===== src/rtl/alu_sched.sv =====
// Two-requester scheduler for a shared external ALU with a common flag register.
// Define ALU_SCHED_RR_EN for round-robin arbitration; otherwise requester 0 has fixed priority.
module alu_sched #(
  parameter logic [31:0] FLAG_INIT = 32'h0
) (
  input  logic        clk,
  input  logic        rst_n,
  input  logic        req0_valid,
  output logic        req0_ready,
  input  logic [31:0] req0_x,
  input  logic [31:0] req0_y,
  input  logic [2:0]  req0_op,
  input  logic [5:0]  req0_shamt,
  input  logic        req1_valid,
  output logic        req1_ready,
  input  logic [31:0] req1_x,
  input  logic [31:0] req1_y,
  input  logic [2:0]  req1_op,
  input  logic [5:0]  req1_shamt,
  output logic        rsp0_valid,
  input  logic        rsp0_ready,
  output logic        rsp1_valid,
  input  logic        rsp1_ready,
  output logic [31:0] rsp_out,
  output logic [31:0] rsp_flag,
  output logic [31:0] alu_x,
  output logic [31:0] alu_y,
  output logic [2:0]  alu_op,
  output logic [5:0]  alu_shamt,
  output logic [31:0] alu_flag,
  input  logic [31:0] alu_out,
  input  logic [31:0] alu_nflag,
  output logic [31:0] flag
);

  typedef enum logic [1:0] {IDLE, ISSUE, RESP} state_t;

  state_t      state_q, state_d;
  logic [31:0] x_q, x_d, y_q, y_d;
  logic [2:0]  op_q, op_d;
  logic [5:0]  shamt_q, shamt_d;
  logic        id_q, id_d;
  logic [31:0] out_q, out_d;
  logic [31:0] flag_q, flag_d;
  logic        rsp0_valid_q, rsp0_valid_d;
  logic        rsp1_valid_q, rsp1_valid_d;
  logic        gnt0, gnt1;
`ifdef ALU_SCHED_RR_EN
  logic        ptr_q, ptr_d;
`endif

  // Grant is combinational from the live valids so the first request after idle is taken at once.
  always_comb begin
    gnt0 = 1'b0;
    gnt1 = 1'b0;
    if (state_q == IDLE) begin
      if (req0_valid && req1_valid) begin
`ifdef ALU_SCHED_RR_EN
        gnt0 = ~ptr_q;
        gnt1 = ptr_q;
`else
        gnt0 = 1'b1;
`endif
      end else begin
        gnt0 = req0_valid;
        gnt1 = req1_valid;
      end
    end
  end

  always_comb begin
    state_d      = state_q;
    x_d          = x_q;
    y_d          = y_q;
    op_d         = op_q;
    shamt_d      = shamt_q;
    id_d         = id_q;
    out_d        = out_q;
    flag_d       = flag_q;
    rsp0_valid_d = rsp0_valid_q;
    rsp1_valid_d = rsp1_valid_q;
`ifdef ALU_SCHED_RR_EN
    ptr_d        = ptr_q;
`endif
    case (state_q)
      IDLE: begin
        if (gnt0 || gnt1) begin
          id_d    = gnt1;
          x_d     = gnt1 ? req1_x     : req0_x;
          y_d     = gnt1 ? req1_y     : req0_y;
          op_d    = gnt1 ? req1_op    : req0_op;
          shamt_d = gnt1 ? req1_shamt : req0_shamt;
          state_d = ISSUE;
`ifdef ALU_SCHED_RR_EN
          // Favour whichever requester was not just served.
          ptr_d   = gnt0;
`endif
        end
      end
      ISSUE: begin
        out_d        = alu_out;
        flag_d       = alu_nflag;
        rsp0_valid_d = ~id_q;
        rsp1_valid_d = id_q;
        state_d      = RESP;
      end
      RESP: begin
        if (id_q ? rsp1_ready : rsp0_ready) begin
          rsp0_valid_d = 1'b0;
          rsp1_valid_d = 1'b0;
          state_d      = IDLE;
        end
      end
      default: state_d = IDLE;
    endcase
  end

  always_ff @(posedge clk or negedge rst_n) begin
    if (!rst_n) begin
      state_q      <= IDLE;
      x_q          <= '0;
      y_q          <= '0;
      op_q         <= '0;
      shamt_q      <= '0;
      id_q         <= 1'b0;
      out_q        <= '0;
      flag_q       <= FLAG_INIT;
      rsp0_valid_q <= 1'b0;
      rsp1_valid_q <= 1'b0;
`ifdef ALU_SCHED_RR_EN
      ptr_q        <= 1'b0;
`endif
    end else begin
      state_q      <= state_d;
      x_q          <= x_d;
      y_q          <= y_d;
      op_q         <= op_d;
      shamt_q      <= shamt_d;
      id_q         <= id_d;
      out_q        <= out_d;
      flag_q       <= flag_d;
      rsp0_valid_q <= rsp0_valid_d;
      rsp1_valid_q <= rsp1_valid_d;
`ifdef ALU_SCHED_RR_EN
      ptr_q        <= ptr_d;
`endif
    end
  end

  // Operand outputs follow the latched copy, so they only move on an accept.
  assign req0_ready = gnt0;
  assign req1_ready = gnt1;
  assign rsp0_valid = rsp0_valid_q;
  assign rsp1_valid = rsp1_valid_q;
  assign rsp_out    = out_q;
  assign rsp_flag   = flag_q;
  assign flag       = flag_q;
  assign alu_flag   = flag_q;
  assign alu_x      = x_q;
  assign alu_y      = y_q;
  assign alu_op     = op_q;
  assign alu_shamt  = shamt_q;

endmodule


===== config.mk =====
export PLATFORM = sky130hd
export DESIGN_NAME = alu_sched
export DESIGN_NICKNAME = d
export VERILOG_FILES = /design/src/rtl/alu_sched.sv
export SDC_FILE = /design/constraint.sdc
export NUM_CORES = 1
export LEC_CHECK = 0
export ABC_AREA = 0
export CAP_MARGIN = 20
export CORE_AREA = 2 2 165 167
export DETAILED_ROUTE_END_ITERATION = 10
export DIE_AREA = 0 0 167 169
export GPL_TIMING_DRIVEN = 0
export SLEW_MARGIN = 15
export SYNTH_ARGS = -nofsm -noshare
export SYNTH_HDL_FRONTEND = slang
export SYNTH_SLANG_ARGS = --single-unit

===== constraint.sdc =====
create_clock -name clk -period 3.7 [get_ports clk]
set_clock_uncertainty 0.1 [all_clocks]
set_input_delay 0.925 -clock clk [delete_from_list [all_inputs] [get_ports clk]]
set_output_delay 0.925 -clock clk [all_outputs]
set_load 0.02 [all_outputs]

# Yosys cells after proc, flatten, opt, wreduce, memory -nomap -nowiden
# Cells that the tools add are included.
[word_totals] elab_cells=37 out_inout_bits=205 register_bits=142
[op_classes] bitwise=1 n_mux=15 reduce_logical=7 eq_ne=4
[op_table] cell="$mux W32" count=2
[op_table] cell="$mux W1" count=6
[op_table] cell="$mux W6" count=1
[op_table] cell="$pmux W2 S3" count=1
[op_table] cell="$reduce_and A2 Y1" count=3
[op_table] cell="$mux W2" count=2
[op_table] cell="$pmux W1 S2" count=2
[op_table] cell="$mux W3" count=1
[op_table] cell="$eq A2 B1 Y1 const B" count=1
[op_table] cell="$eq A2 B2 Y1 const B" count=1
[op_table] cell="$logic_not A2 Y1" count=1
[op_table] cell="$ne A2 B1 Y1 const B" count=1
[op_table] cell="$ne A2 B2 Y1 const B" count=1
[op_table] cell="$reduce_bool A2 Y1" count=1
[op_table] cell="$logic_and A1 B1 Y1" count=1
[op_table] cell="$logic_or A1 B1 Y1" count=1
[op_table] cell="$not A1 Y1" count=1

# Logic depth before layout (Yosys ltp)
[logic_depth] word_depth=6 ltp_mapped=5

# Worst setup path after synthesis
# OpenSTA, ideal clock, no wires.
[synth_path] path_type="input to output" startpoint="input port req0_valid" endpoint="output port req1_ready" path_stages=4 required_ns=2.675 path_slack_ns=0.844 path_buffers=2 arrival_ns=1.831 path_cell_list="or4b_4 > buf_6 > buf_6 > inv_1"
[synth_via] elab_chain_cells=3
[synth_lines] item="from (decl)" line_no="8" source="input logic req0_valid,"
[synth_lines] item="$logic_and A1 B1 Y1" line_no="57" source="if (req0_valid && req1_valid) begin"
[synth_lines] item="$mux W1" line_no="57"
[synth_lines] item="$mux W1" line_no="56" source="if (state_q == IDLE) begin"
[synth_lines] item="to (decl)" line_no="15" source="output logic req1_ready,"
# No other way between the ends.

# Worst setup path in the final report
[layout_path] startpoint="input port req0_valid" endpoint="output port req0_ready"
[layout_via] elab_chain_cells=3
[layout_lines] item="$logic_and A1 B1 Y1" line_no="57"
[layout_lines] item="$mux W1 (*)" line_no="57"
[layout_lines] item="$mux W1 (*)" line_no="56"
[layout_lines] item="to (decl)" line_no="9" source="output logic req0_ready,"
# Mark *: on every way between the ends. The rest lies on a longest branch, timed or not.

==> out/qor_table.md <==
| Stage | Parameter | Reported |
| --- | --- | --- |
| outcome | Status | complete, no violations |
| die | Die area | 28220 um2 |
| timing | Final Max Tran Viols | 0 |
| placed design | Gp weighted congestion | 0.7739 |
| logic synthesis | Adder-cell area share of the yosys netlist | 0% |
| logic synthesis | Yosys warnings | 0 |
| power and ir drop | Internal Dissipation | 6.885 mW |
| clock tree | Clock Sinks | 142 |
| logic synthesis | Top FF cell, synth | dfrtp_1 |
| die | Number of rows created at floorplan | 60 |
| critical path | Element type at the critical path start | input port |
| power and ir drop | Leakage dissipation | 4.965 nW |
| critical path | Critical Path End Type | primary output |
| finish | Total area of multi-input combinational cells | 2305 um2 |
| logic synthesis | Mean instance size in the synthesized netlist | 13.94 um2 |
| power and ir drop | Worst voltage drop across the vdd grid | 0.0004650 V |
| route | Post-detailed-route wirelength per cell | 17.89 um |
| grt | Maximum number of pins on one net before global-route repair | 73 |
| timing | Number of setup violations in the final report | 0 |
| clock tree | Clock latency at the later pin of the worst-skew pair | 0.41 ns |
| power and ir drop | Share of power burned in the clock network | 15.5% |
| grt | Global-route wire length before repair | 34060 um |
| clock tree | Htree depth | 4 |
| logic synthesis | Area share of the largest cell type after synthesis | 54.47% |
| die | Number of I/O pins | 421 |
| timing | Crit share post-route | 95.40% |
| logic synthesis | Synth top area cells | dfrtp_1 54%, mux2_2 24%, a22o_1 9.8% |
| route | Post-route DRC | 0 |
| placed design | Placement-stage cell area | 11190 um2 |
| route | Initial DRC Count | 212 |
| die | Starting density of the core | 24.62% |
| logic synthesis | Largest family of logic cells by synthesized area | multiplexers |
| clock tree | Max Buffers Root-to-Sink | 2 |
| logic synthesis | Distinct cells, synth | 21 |
| logic synthesis | Number of cells produced by synthesis | 468 |
| logic synthesis | Flip-flop and latch count after synthesis | 142 |
| grt | Initial antenna violation count | 1 |
| timing | Final Hold Violating Endpoints | 0 |
| placed design | PortBufs | 420 |
| finish | Post-Layout Inst Area | 11760 um2 |
| logic synthesis | Portion of the post-synthesis area used by sequential elements | 54.47% |
| finish | Share of the core filled with cells in the final layout | 44.38% |
| timing | Minimum clock period | 3.530 ns |
| logic synthesis | Synthesized-area fraction occupied by xor and xnor cells | 0% |
| power and ir drop | Power Total | 11.05 mW |
| grt | GRT Resource Usage Total | 15.71% |
| logic synthesis | Syn_nets | 684 |
| finish | Fillcell total | 2526 |
| logic synthesis | EDFF count, synth | 0 |
| die | Chip width | 167 um |
| clock tree | Hold buffer count at cts | 0 |
| power and ir drop | Fraction of power spent switching nets | 37.70% |
| clock tree | TritonCTS clock tree | yes |
| route | Number of routed nets with antenna violations | 0 |
| grt | Vias in the first global route | 5578 |
| power and ir drop | Fraction of power consumed by sequential logic | 26.5% |
| placed design | Estimated wirelength of the detail-placed design | 17630 um |
| route | DR vias/cell | 4.207 |
| timing | Highest clock frequency the design can meet | 283.3 MHz |
| route | Via total after detailed routing | 5314 |
| finish | Area used by sequential logic in the layout | 3553 um2 |
| critical path | Required @ worst endpoint | 2.67 ns |
| critical path | Setup Crit Path Kind | in -> out |
| clock tree | Number of clock buffers inserted by TritonCTS | 17 |
| die | Die boundary height | 169 um |
| route | Total Wirelength | 22600 um |
| logic synthesis | Post-synthesis cell area | 6524 um2 |
| finish | Share of post-route cells with drive strength above 1 | 27.47% |
| timing | Max-slew headroom | 44.47% |
| logic synthesis | Compound-cell area share of the yosys netlist | 10.64% |
| grt | Remaining global-route overflow | 0 |
| logic synthesis | Share of flip-flops with an asynchronous set or reset | 100.0% |
| timing | Unrepaired setup endpoints after global routing | false |
| power and ir drop | Combinational power share | 58.1% |
| finish | Nets@finish | 1124 |
| critical path | Data arrival at the endpoint of the critical path | 2.50 ns |
| logic synthesis | Post-synth top area cell | dfrtp_1 |
| finish | Area overhead of the layout relative to synthesis | 80.26% |
| route | Number of detailed-routing iterations run before antenna repair | 4 |
| run | Max-cap check violation count | 0 |
| die | Total core area | 26500 um2 |
| logic synthesis | Multiplexer fraction of the synthesized cell area | 23.65% |
| power and ir drop | Power density normalized to cell area | 939.8 nW/um2 |
| clock tree | Clock-pin slew on the worst setup and hold paths | 0.07 ns |
| power and ir drop | NetSw | 4.166 mW |
| timing | Least-Margin Pin Slew | 0.8329 ns |
| critical path | CP Max Fanout | 4 |
| clock tree | Root Buffer | clkbuf_16 |
| logic synthesis | Basic-gate share of the synthesized area counting and, or, nand and nor cells | 1.036% |
| hold path | Class of the worst hold path | in -> async |
layout make-up:
| class | count | share of cell area, % |
|---|---|---|
| antenna | 1 | 0.02128 |
| buffer | 95 | 5.564 |
| clock buffer | 17 | 3.617 |
| clock inverter | 15 | 1.277 |
| inverter | 3 | 0.09576 |
| multi-input combinational | 228 | 19.60 |
| sequential | 142 | 30.22 |
| tap | 341 | 3.628 |
| timing repair buffer | 421 | 35.98 |
path summary, 6_finish.rpt:
path,startpoint,end,slack (ns),depth (start not counted)
max reg2reg,state_q[0],alu_y[5],1.34,4
max,req0_valid,req0_ready,0.17,3
min in group clk,alu_x[16],alu_x[16],0.40,1
max in group asynchronous,rst_n,alu_y[16],2.37,2
min,rst_n,rsp_out[4],0.35,1
min reg2reg,alu_x[16],alu_x[16],0.40,1
sequential cells by signal, indices dropped and copies added, names as in the netlist:
| register | count |
|---|---|
| alu_flag | 32 |
| alu_op | 3 |
| alu_shamt | 6 |
| alu_x | 32 |
| alu_y | 32 |
| id_q | 1 |
| rsp0_valid | 1 |
| rsp1_valid | 1 |
| rsp_out | 32 |
| state_q | 2 |
power by group through the flow:
stage | combinational (mW) | clock [mW] | sequential, mW
after CTS | 6.51 | 1.77 | 2.95
final | 6.42 | 1.71 | 2.93
after floorplan | 2.50 | 0 | 3.82
after detailed placement | 6.49 | 0 | 2.96
after global routing | 6.75 | 1.85 | 3.06
after global placement | 6.46 | 0 | 2.93
stage by stage:
| step | setup WS, ns | setup TNS [ns] | hold slack [ns] | instances |
|---|---|---|---|---|
| final | 0.1701 | 0 | 0.3466 | 1263 |
| after global routing | 0.05442 | 0 | 0.3881 | 1263 |
| after CTS | 0.02737 | 0 | 0.3741 | 1262 |
| after detailed placement | -0.2638 | -0.2638 | 0.3941 | 1230 |
| after global placement | -4.624 | -654.77 | 0.3882 | 1229 |
| after floorplan | 0.8436 | 0 | 0.3718 | 468 |
cell families after synthesis:
kind of cell / Yosys count
buffers and inverters: 98
AO/OA/AOI/OAI: 81
AND/OR/NAND/NOR: 10
flip-flops: 142
multiplexers: 137
critical path, stage by stage:
cell and delay [ns]:
clkdlybuf4s50_1 0.53, nor3b_1 0.35, clkdlybuf4s50_1 0.70
cells in the final DEF, fill, tap and decap left out, drive strengths merged, types with 4 or more instances in the layout:
| master | n |
|---|---|
| clkdlybuf4s50 | 418 |
| inv | 13 |
| dfrtp | 142 |
| nor2b | 4 |
| buf | 85 |
| mux2 | 137 |
| clkbuf | 30 |
| a22o | 73 |
what timing repair did:
action                                  CTS  global route
endpoints found under the setup margin    1             1
hold endpoints to repair                  0             0
setup buffers                             0             0
gates resized for setup                   2             1
routing by layer:
metal | vias up | GRT usage, % | wire [um]
met5 | - | 0 | 0
met4 | 0 | 4.423 | 311
met3 | 16 | 4.629 | 1575
met2 | 221 | 26.66 | 11160
met1 | 2561 | 19.45 | 9556
li1 | 2516 | - | -
cell usage after synthesis (2+ instances only):
cell type and number:
dfrtp_1 142, mux2_2 137, a22o_1 73, buf_4 64
clkbuf_1 12, buf_2 10, buf_6 6, nor2b_1 4
buf_1 3, inv_1 3, a21o_1 2, a21oi_1 2
a221oi_1 2
No activity file was read; power rests on OpenSTA's default activity.
==> variant 1: new RTL, same settings <==
Make the reset (`rst_n`) synchronous in one clocked block.
--- a/src/rtl/alu_sched.sv
+++ b/src/rtl/alu_sched.sv
@@ -115,7 +115,7 @@
     endcase
   end
 
-  always_ff @(posedge clk or negedge rst_n) begin
+  always_ff @(posedge clk) begin
     if (!rst_n) begin
       state_q      <= IDLE;
       x_q          <= '0;
Check against the original RTL: differs if rst_n is asserted again (counterexample within 4 cycles, from zero or initial values and one cycle with rst_n low); with rst_n held inactive, the same outputs for 4 cycles.
==> variant 1 against the unedited design <==
Synthesized area increased by 0.84%. Final area decreased by 0.11%. Wire length increased by 20%. Maximum frequency increased by 0.18%. Sequential cell count unchanged. First-iteration DRC count increased by 29%. Worst setup slack improved by 0.0065 ns. Register-to-register slack improved by 0.79 ns. Highest routed layer unchanged.
Power is not compared: it rests on default switching activity, and its combinational part moved more than twofold at a synthesized area within 25%.
==> variant 1: results (changes against the unedited design) <==
CTS-repair resized insts - 3 (+1)
Layout fillers - 2687 (+6.4%)
Share of cells above drive strength 1 - 0.113 (-0.162)
Largest net degree at the start of global routing - 17 (-77%)
# diodes - 0 (-1)
Port Buffer Count - 419 (-0.24%)
ClkCell Share - 0.0470 (-0.00197)
Placed cell area - 11200 um^2 (+0.11%)
Drt total wl - 27.2 mm (+20%)
Most frequent cells after synthesis - dfxtp_1, a21oi_1, nand2_1
GR Util All Layers - 0.183 (+0.0262)
Outcome - finished, final reports clean
Nonclk buf count - 551 (+6.8%)
Met2 routed WL - 13.8 mm (+23%)
Met3 WL - 2.51 mm (+59%)
First-pass GRT wire length - 40.0 mm (+17%)
WL per Instance - 17.3 um (-3.1%)
Worst reg2reg path startpoint - state_q[0]
Via count - 6952 (+31%)
Hold Crit Class - flop to flop
Nets@finish - 1432 (+27%)
Synth area leaders - dfxtp_1, o221a_1, a21oi_1
Unique masters post-synth - 25 (+19%)
Met1 WL - 10.6 mm (+11%)
Initial antenna violation count - 0 (-1)
Initial DRC Count - 274 (+29%)
Count of multi-input gates - 499 (+120%)
Met2 GRT Util - 0.332 (+0.0657)
Critical path endpoint - req1_ready
Non-clock inverter total of the final layout - 5 (+2)
Number of global-route vias before repair - 6735 (+21%)
Top FF cell, synth - dfxtp_1
-- variant 1: through the flow --
step	utilization	total power, uW	hold WS (ns)	setup WS, ns	TNS (ns)
floorplan	-	2510	0.371	0.946	0
global placement	0.423	3280	0.343	-0.342	-0.513
detailed placement	0.423	3280	0.350	-0.363	-0.546
CTS	0.443	4950	0.357	0.00734	0
global route	0.443	5120	0.372	0.0860	0
finish	0.443	4870	0.353	0.177	0
-- variant 1: kinds of logic (layout without fill, tap and decap cells) --
| kind of cell | count (synthesis) | count (layout) | share of synthesized area |
|---|---|---|---|
| AND/OR/NAND/NOR | 284 | 284 | 0.196 |
| flip-flops | 142 | 142 | 0.432 |
| AO/OA/AOI/OAI | 214 | 214 | 0.234 |
| multiplexers | 1 | 1 | 0.00152 |
| buffers and inverters | 137 | 588 | 0.136 |
-- variant 1: worst reg2reg max path, stage by stage, from the launching register on --
cell and delay, ns:
dfxtp_1 0.40, or2_4 0.20, buf_2 0.30, buf_2 0.30
o221a_1 0.21
==> variant 2: new RTL, same flow settings <==
Made on the original files. Build with the macro `ALU_SCHED_RR_EN` defined.
--- a/src/rtl/alu_sched.sv
+++ b/src/rtl/alu_sched.sv
@@ -1,5 +1,7 @@
 // Two-requester scheduler for a shared external ALU with a common flag register.
 // Define ALU_SCHED_RR_EN for round-robin arbitration; otherwise requester 0 has fixed priority.
+`define ALU_SCHED_RR_EN
+
 module alu_sched #(
   parameter logic [31:0] FLAG_INIT = 32'h0
 ) (
Behaviour: not the same (a bounded check fails within 4 cycles, from zero or initial values and one cycle with rst_n low).
==> variant 2 against the unedited design <==
Worst setup slack improved by 0.11 ns. Synthesized area increased by 13%. Sequential cell count increased by 1. Clock power increased by 11%. Critical endpoint is now req1_ready. Wire length increased by 27%. Final area increased by 7.8%. Power increased by 8.7%.
==> variant 2: results (changes against the unedited design) <==
Nets@finish - 1441 (+28%)
Comb power frac - 0.597 (+0.016)
CTS-repair resized insts - 3 (+1)
Synth area leaders - dfrtp_1, o311ai_2, nand2_1
Largest net degree at the start of global routing - 93 (+27%)
GR Util All Layers - 0.202 (+0.0449)
Sw Ratio - 0.423 (+0.0464)
P_seq - 2940 uW (about the same)
Relative slew margins - 0.595 (+0.150)
Via count - 7193 (+35%)
Unique masters post-synth - 28 (+33%)
Dpl hpwl - 22.0 mm (+25%)
Net Switching - 5090 uW (+22%)
Initial DRC Count - 378 (+78%)
ClkCell Share - 0.0503 (+0.00132)
Placed Cells - 1547 (+26%)
Crit path arrival time - 2.39 ns (-0.11 ns)
Peak VDD IR - 0.475 mV (+2.2%)
Net count after synthesis - 1001 (+46%)
Initial antenna violation count - 2 (+1)
Sequential share of cell area - 0.282 (-0.0198)
First-pass GRT wire length - 44.1 mm (+30%)
Mean Syn Cell Area - 9.38 um^2 (-33%)
Outcome - finished, final reports clean
Most frequent cells after synthesis - nand2_1, dfrtp_1, inv_1
Non-clock inverter total of the final layout - 76 (+73)
Buffering overhead - 0.402 (-0.0132)
Layout fillers - 2587 (+2.4%)
Sequential cells - 143 (+0.70%)
Crit path max fanout - 10 (+6)
-- variant 2: worst max-delay path, stage by stage --
cell,delay [ns]
clkdlybuf4s50_1,0.51
nand2b_1,0.13
and2_1,0.18
buf_6,0.18
buf_6,0.19
clkdlybuf4s15_2,0.28
-- variant 2: kinds of logic after synthesis --
family	share of synthesized area
flops	0.486
simple gates	0.165
buf+inv	0.155
compound gates	0.191
mux	0.00272
-- variant 2: worst paths after layout --
path | start | to | slack (ns) | cells past startpoint
max | req0_valid | req1_ready | 0.28 | 6
max reg2reg | ptr_q | alu_x[25] | 1.87 | 5
min | rst_n | alu_y[28] | 0.31 | 1
max in group asynchronous | rst_n | rsp_out[29] | 2.32 | 2
min reg2reg | rsp_out[15] | rsp_out[15] | 0.38 | 2
min in group clk | rsp_out[15] | rsp_out[15] | 0.38 | 2
-- variant 2: per-layer routing --
layer,global-route usage,share of wire,vias up
met2,0.362,0.51,309
met5,0,0.00056,-
li1,-,-,3455
met4,0.0442,0.010,2
met3,0.0736,0.093,20
met1,0.231,0.38,3407
